## config.mk

```make
export PLATFORM = sky130hd
export DESIGN_NAME = exmem_stage_reg
export DESIGN_NICKNAME = d
export VERILOG_FILES = /design/src/rtl/exmem_stage_reg.sv
export SDC_FILE = /design/constraint.sdc
export NUM_CORES = 1
export LEC_CHECK = 0
export ABC_CLOCK_PERIOD_IN_PS = 5650
export CORE_ASPECT_RATIO = 1.5
export CORE_MARGIN = 4
export CORE_UTILIZATION = 45
export DETAILED_ROUTE_END_ITERATION = 10
export PLACE_DENSITY = 0.81
export SETUP_SLACK_MARGIN = 0.05
export SLEW_MARGIN = 40
export SYNTH_ARGS = -nofsm -noshare
export SYNTH_HDL_FRONTEND = slang
export SYNTH_SLANG_ARGS = --single-unit
```

## constraint.sdc

```tcl
create_clock -name clock -period 5.65 [get_ports clock]
set_input_delay 0.8475 -clock clock [delete_from_list [all_inputs] [get_ports clock]]
set_output_delay 0.8475 -clock clock [all_outputs]
set_load 0.005 [all_outputs]
```

## src/rtl/exmem_stage_reg.sv

```systemverilog
// EX/MEM pipeline register with valid/ready flow control, optional skid entry,
// flush, bubble ctrl gating and a saturating stall-cycle counter.
module exmem_stage_reg #(
    parameter int XLEN   = 32,
    parameter int REG_AW = 5,
    parameter int CTRL_W = 5,
    parameter int SKID   = 1,
    parameter int CNT_W  = 16
) (
    input  logic              clock,
    input  logic              reset,
    input  logic              flush,
    input  logic              in_valid,
    output logic              in_ready,
    input  logic [XLEN-1:0]   in_pc,
    input  logic [XLEN-1:0]   in_ir,
    input  logic [XLEN-1:0]   in_alu_res,
    input  logic [XLEN-1:0]   in_rs2,
    input  logic [REG_AW-1:0] in_wr_addr,
    input  logic [CTRL_W-1:0] in_ctrl,
    output logic              out_valid,
    input  logic              out_ready,
    output logic [XLEN-1:0]   out_pc,
    output logic [XLEN-1:0]   out_ir,
    output logic [XLEN-1:0]   out_alu_res,
    output logic [XLEN-1:0]   out_rs2,
    output logic [REG_AW-1:0] out_wr_addr,
    output logic [CTRL_W-1:0] out_ctrl,
    output logic [CNT_W-1:0]  stall_cnt
);

    localparam int PW = 4*XLEN + REG_AW + CTRL_W;

    logic [PW-1:0]     in_bus;
    logic [PW-1:0]     main_q, main_d;
    logic [PW-1:0]     skid_q, skid_d;
    logic              main_valid_q, main_valid_d;
    logic              skid_valid_q, skid_valid_d;
    logic              in_ready_q, in_ready_d;
    logic [CNT_W-1:0]  stall_q, stall_d;
    logic [CTRL_W-1:0] ctrl_q;
    logic              accept, emit;

    assign in_bus = {in_pc, in_ir, in_alu_res, in_rs2, in_wr_addr, in_ctrl};

    // Without the skid entry, ready must look through to the consumer.
    assign in_ready = (SKID != 0) ? in_ready_q : (~main_valid_q | out_ready);
    assign accept   = in_valid & in_ready;
    assign emit     = main_valid_q & out_ready;

    always_comb begin
        main_d       = main_q;
        skid_d       = skid_q;
        main_valid_d = main_valid_q;
        skid_valid_d = skid_valid_q;
        if (flush) begin
            main_valid_d = 1'b0;
            skid_valid_d = 1'b0;
        end else if (emit && skid_valid_q) begin
            main_d       = skid_q;
            skid_valid_d = 1'b0;
        end else if (accept && (!main_valid_q || emit)) begin
            main_d       = in_bus;
            main_valid_d = 1'b1;
        end else if (accept) begin
            skid_d       = in_bus;
            skid_valid_d = 1'b1;
        end else if (emit) begin
            main_valid_d = 1'b0;
        end
        in_ready_d = ~skid_valid_d;

        stall_d = stall_q;
        if (main_valid_q && !out_ready && !flush && (stall_q != {CNT_W{1'b1}}))
            stall_d = stall_q + CNT_W'(1);
    end

    always_ff @(posedge clock) begin
        if (!reset) begin
            main_q       <= '0;
            skid_q       <= '0;
            main_valid_q <= 1'b0;
            skid_valid_q <= 1'b0;
            in_ready_q   <= 1'b1;
            stall_q      <= '0;
        end else begin
            main_q       <= main_d;
            skid_q       <= skid_d;
            main_valid_q <= main_valid_d;
            skid_valid_q <= skid_valid_d;
            in_ready_q   <= in_ready_d;
            stall_q      <= stall_d;
        end
    end

    assign {out_pc, out_ir, out_alu_res, out_rs2, out_wr_addr, ctrl_q} = main_q;
    assign out_valid = main_valid_q;
    assign out_ctrl  = ctrl_q & {CTRL_W{main_valid_q}};
    assign stall_cnt = stall_q;

endmodule

```

==> results.py, run 1 <==
metrics = {
    "sta": {
        "slew_violations": 0,
        "setup_viol": 0,
        "max_freq_mhz": 339,
        "worst_pin_slew_ns": 0.853,
        "fin_crit_sh": 0.522,
        "finalHoldViolCount": 0,
        "rsz0062_at_grt": "no",
        "max_slew_margin": 0.431,
        "fin_hold_ws_ns": 0.452,
        "setup_tns_ns": 0,
        "skew_ns": 0.0143,
        "final.min_clock_period_ns": 2.95,
    },
    "floorplanning": {
        "ios": 299,
        "die_y_um": 213,
        "die_width_um": 144,
        "die_area_um2": 30700,
        "rows": 74,
        "core_area_um2": 27400,
        "initial_core_util": 0.458,
    },
    "yosys": {
        "ys_seq_area_frac": 0.470,
        "synthCells": 1459,
        "synth_seq_cells": 295,
        "synth_largest_area_cell": "dfxtp_1",
        "synth.top_cells.by_area": "dfxtp_1 (47%), mux2i_1 (11%), nand2_1 (8.5%), a211oi_1 (8.2%), buf_4 (7.9%)",
        "synth_cell_types": 37,
        "yosysTopAreaCellShare": 0.470,
        "syn_area_per_cell_um2": 8.61,
        "synth.net_count": 1603,
        "yosysWarnings": 0,
        "synth_area_um2": 12600,
    },
    "placed_design": {
        "placed_cell_area_um2": 14800,
        "place_congestion": 0.825,
        "portBuffers": 298,
        "place_inst": 1867,
        "dpl.hpwl_mm": 21.0,
    },
    "cts": {
        "clk_pin_slew_ns": 0.07,
        "clockRootBuffer": "clkbuf_16",
        "numCtsBuffers": 28,
        "h-tree-depth": 1,
        "cts_post_setup_buffers_inserted": 0,
        "cts_tree": "done",
        "clk_path_buf_depth": 3,
        "cts_hold_buf": 0,
        "cts_resized": 0,
        "cts_num_sinks": 295,
        "clk_latency_ns": 0.55,
    },
    "power_and_ir_drop": {
        "ir_drop_mv": 0.262,
        "power_density_nw_per_um2": 285,
        "p_leak_uw": 0.00621,
    },
    "routing": {
        "viasPerCell": 5.29,
        "first_iter_violations": 468,
        "drt_wl_total_mm": 31.4,
        "drc": 0,
        "num_vias": 10200,
        "wl_per_cell_um": 16.4,
        "postRouteAntennaNets": 0,
        "dr.pass1.iters": 5,
    },
    "outcome": {
        "status": "complete, no violations",
    },
    "worst_hold_path": {
        "min_path_type": "reg2reg",
    },
    "global_routing": {
        "grt_first_pass_wirelength_mm": 50.0,
        "antenna_found_initial": 0,
        "grt_use_met2": 0.351,
        "met1_usage": 0.224,
        "grt_start_max_net_pins": 181,
        "grt_remaining_overflow": 0,
        "busiest_layer": "met2",
        "grt_pass1_vias": 9847,
        "met3_usage": 0.0322,
        "grt_usage": 0.196,
    },
    "worst_setup_path": {
        "start_kind": "input pin",
        "crit_fanout": 76,
        "cp.arrival_ns": 3.41,
        "endpoint_kind": "flop",
        "required_ns": 6.11,
        "worst-setup-path-type": "in2reg",
    },
    "final_layout": {
        "stdcell_count": 1919,
        "area_growth_pct": 24.5,
        "drive_gt1_frac": 0.0406,
        "n_antenna_cell": 0,
        "nets": 1699,
        "finish.utilization": 0.571,
        "stdcell_area_um2": 15600,
    },
    "run": {
        "maxCapViolations": 0,
    },
}
flip-flops by register name, summed over array words and instances (netlist names):
| signal | flops |
|---|---|
| skid_q | 138 |
| out_valid | 1 |
| in_ready | 1 |
| stall_cnt | 16 |
| skid_valid_q | 1 |
| main_q | 138 |
layer usage:
layer  share of wire  wire, um
met1            0.38     12000
met2            0.52     16300
met3           0.052      1640
met4           0.048      1500
met5               0         0
power by group:
part	switching (uW)	internal [uW]
clock network	812	959
logic	207	273
registers	46.1	2160
total	1070	3390
layout by cell type (no fill, tap or decap), types with 5 or more instances in the layout:
cell type | Yosys | routed
and2_1 | 5 | 5
clkdlybuf4s50_1 | 0 | 298
nand2_1 | 284 | 284
o21ai_0 | 6 | 6
buf_12 | 0 | 5
a211oi_1 | 138 | 138
nor2_1 | 142 | 141
clkinv_2 | 0 | 12
dfxtp_1 | 295 | 295
nand3_1 | 9 | 7
a21oi_1 | 148 | 148
mux2i_1 | 140 | 140
clkbuf_16 | 0 | 29
clkbuf_1 | 87 | 6
through the flow:
step	setup WS [ns]	power, uW
after detailed placement	2.16	2730
after global placement	2.20	2720
after global routing	2.45	4630
final	2.70	4450
after floorplan	3.20	2510
after CTS	2.72	4510
synth_stat cells, drive strengths merged:
| library cell | count |
|---|---|
| dfxtp | 295 |
| and3 | 1 |
| a41oi | 1 |
| a211o | 1 |
| a31oi | 3 |
| nor3 | 3 |
| a211oi | 138 |
| nor4 | 4 |
| or3 | 4 |
| nor4b | 1 |
| or3b | 1 |
| ha | 1 |
| a21oi | 148 |
| nand2 | 284 |
| mux2i | 140 |
| o31ai | 4 |
| buf | 155 |
| o41ai | 2 |
| inv | 5 |
| nand3 | 9 |
| and2 | 5 |
| or4 | 4 |
| nand2b | 3 |
| a311oi | 1 |
| o21ai | 6 |
| o311ai | 2 |
| nand3b | 1 |
| nand4 | 3 |
| and4 | 2 |
| nor3b | 1 |
| clkbuf | 88 |
| nor2 | 142 |
| a221oi | 1 |
kinds of logic (layout without fill, tap and decap cells):
kind of cell	Yosys count	after routing	synth area share
adders and majority gates	1	1	0.000996
AOI/OAI and AO/OA	307	307	0.153
DFF	295	295	0.470
and+or+nand+nor	468	468	0.148
muxes	140	140	0.112
buffers and inverters	248	366	0.115
cell type report:
type / count / area [um2]
clock inverter: 16 / 93.8
sequential: 295 / 5910
fill: 2399 / 11800
clock buffer: 36 / 762
timing repair buffer: 309 / 3160
inverter: 5 / 31.3
multi-input combinational: 916 / 5270
tap: 342 / 428
critical path, stage by stage:
cell	delay, ns
clkdlybuf4s50_1	0.60
nor3b_1	0.18
nand3_4	0.11
buf_4	0.55
buf_4	0.73
nand2_1	0.14
a21oi_1	0.16
worst paths after layout:
kind,startpoint,end,slack (ns),cells past startpoint
worst max register to register,out_valid,skid_q[53],2.90,6
worst min register to register,skid_q[15],skid_q[15],0.45,2
worst min-delay path,skid_q[15],skid_q[15],0.45,2
worst max-delay path,out_ready,skid_q[53],2.70,7
(Power assumes the default switching activity.)
==> run 2: changes to the inputs <==
--- a/config.mk
+++ b/config.mk
@@ -5,12 +5,12 @@
 export SDC_FILE = /design/constraint.sdc
 export NUM_CORES = 1
 export LEC_CHECK = 0
-export ABC_CLOCK_PERIOD_IN_PS = 5650
+export ABC_CLOCK_PERIOD_IN_PS = 2400
 export CORE_ASPECT_RATIO = 1.5
 export CORE_MARGIN = 4
 export CORE_UTILIZATION = 45
 export DETAILED_ROUTE_END_ITERATION = 10
-export PLACE_DENSITY = 0.81
+export PLACE_DENSITY = 0.84
 export SETUP_SLACK_MARGIN = 0.05
 export SLEW_MARGIN = 40
 export SYNTH_ARGS = -nofsm -noshare
==> constraint.sdc (replaced) <==
create_clock -name clock -period 2.4 [get_ports clock]
set_input_delay 0.36 -clock clock [delete_from_list [all_inputs] [get_ports clock]]
set_output_delay 0.36 -clock clock [all_outputs]
set_load 0.005 [all_outputs]
==> results.py, run 2 (same netlist as run 1, synthesis figures left out) <==
metrics = {
    "global_routing": {
        "grt_first_pass_wirelength_mm": 51.3,
        "antenna_found_initial": 1,
        "grt_remaining_overflow": 0,
        "grt_start_max_net_pins": 81,
        "grt_usage": 0.203,
        "grt_pass1_vias": 10400,
    },
    "floorplanning": {
        "core_area_um2": 27400,
        "rows": 74,
        "initial_core_util": 0.458,
        "die_area_um2": 30700,
        "die_width_um": 144,
        "ios": 299,
        "die_y_um": 213,
    },
    "worst_setup_path": {
        "worst-setup-path-type": "reg2out",
        "cp_top_family": "buffers and inverters",
        "path_cells": "buf_4 -> and2_1 -> clkdlybuf4s50_1",
        "endpoint_kind": "primary output",
        "slowest_stage": "clkdlybuf4s50_1",
        "crit_fanout": 8,
        "start_kind": "flop",
        "slowest_delay_ns": 0.51,
        "cp_num_buf_inv": 2,
        "cp.arrival_ns": 1.87,
        "required_ns": 2.04,
    },
    "final_layout": {
        "final_common_cell": "clkdlybuf4s50_1",
        "fillers": 2248,
        "mostFrequentLayoutCells": "clkdlybuf4s50_1 (298), dfxtp_1 (295), nand2_1 (284)",
        "drive_gt1_frac": 0.0671,
        "area_growth_pct": 29.7,
        "nets": 1748,
    },
    "sta": {
        "skew_ns": 0.0125,
        "slew_violations": 0,
        "setup_viol": 0,
        "fin_crit_sh": 0.928,
        "rsz0062_at_grt": "no",
        "finalHoldViolCount": 0,
        "max_freq_mhz": 449,
        "worst_pin_slew_ns": 0.610,
        "max_slew_margin": 0.590,
        "final.min_clock_period_ns": 2.23,
        "setup_tns_ns": 0,
    },
    "power_and_ir_drop": {
        "power.total_uw": 11000,
        "clkPwrFrac": 0.417,
        "power_density_nw_per_um2": 674,
        "p_leak_uw": 0.00656,
        "p_sw_frac": 0.226,
        "p_int_uw": 8500,
        "p_comb_frac": 0.111,
        "pwr-share-seq": 0.472,
        "switchingPower_uw": 2480,
        "ir_drop_mv": 0.532,
    },
    "cts": {
        "h-tree-depth": 1,
        "cts_hold_buf": 0,
        "cts_tree": "done",
        "clk_path_buf_depth": 3,
        "cts_num_sinks": 295,
        "clk_pin_slew_ns": 0.07,
        "cts_resized": 0,
        "clk_latency_ns": 0.55,
        "numCtsBuffers": 28,
        "clockRootBuffer": "clkbuf_16",
        "cts_post_setup_buffers_inserted": 0,
    },
    "placed_design": {
        "portBuffers": 298,
        "dpl.hpwl_mm": 22.6,
        "place_congestion": 0.859,
    },
    "run": {
        "maxCapViolations": 0,
    },
    "routing": {
        "viasPerCell": 5.30,
        "postRouteAntennaNets": 0,
        "first_iter_violations": 418,
        "drt_wl_total_mm": 32.3,
        "drc": 0,
        "num_vias": 10400,
        "dr.pass1.iters": 8,
        "wl_per_cell_um": 16.4,
    },
    "outcome": {
        "status": "complete, no violations",
    },
    "worst_hold_path": {
        "min_path_type": "in2reg",
    },
}
==> run 2: power groups by stage <==
stage | clock network, uW | logic, uW | registers [uW]
6_report | 4580 | 1220 | 5180
5_1_grt | 4880 | 1330 | 5200
4_1_cts | 4700 | 1230 | 5180
3_5_place_dp | 0 | 1220 | 5290
3_3_place_gp | 0 | 1190 | 5280
2_1_floorplan | 0 | 661 | 5260
==> run 2: metrics by stage <==
step | cell area [um2] | std cells | setup slack, ns | hold slack, ns | utilization
3_5_place_dp | 15300 | 1916 | 0.0313 | 0.446 | 0.559
4_1_cts | 16300 | 1967 | 0.135 | 0.353 | 0.594
3_3_place_gp | 15300 | 1916 | 0.0672 | 0.440 | 0.559
6_report | 16300 | 1968 | 0.174 | 0.385 | 0.594
5_1_grt | 16300 | 1968 | 0.0784 | 0.383 | 0.594
2_1_floorplan | 12600 | 1459 | 0.434 | 0.436 | -
==> run 2: worst paths after layout <==
path | startpoint | endpoint | slack [ns] | depth (start not counted)
max | out_valid | out_ctrl[3] | 0.17 | 3
min | in_pc[16] | skid_q[122] | 0.38 | 3
max reg2reg | out_valid | stall_cnt[14] | 0.36 | 4
min reg2reg | skid_q[55] | skid_q[55] | 0.45 | 2
==> run 2: area by class of cell <==
class                           count  area (um2)  area share
Sequential cell                   295        5910       0.363
Multi-Input combinational cell    916        5250       0.323
Timing Repair Buffer              358        3710       0.228
Clock buffer                       42         835      0.0512
Tap cell                          342         428      0.0263
Clock inverter                      9         128     0.00784
Inverter                            5        26.3     0.00161
Antenna cell                        1        2.50    0.000154
==> run 2: layer usage <==
layer	vias to the layer above	track usage	share of wire
met5	-	0	0
li1	5161	-	-
met2	352	0.362	0.52
met4	0	0.111	0.052
met3	97	0.0398	0.062
met1	4812	0.223	0.37
==> run 2: worst min-delay path: stages <==
cell and delay [ns]:
clkdlybuf4s50_1 0.41, nand2_1 0.06, a21oi_1 0.05
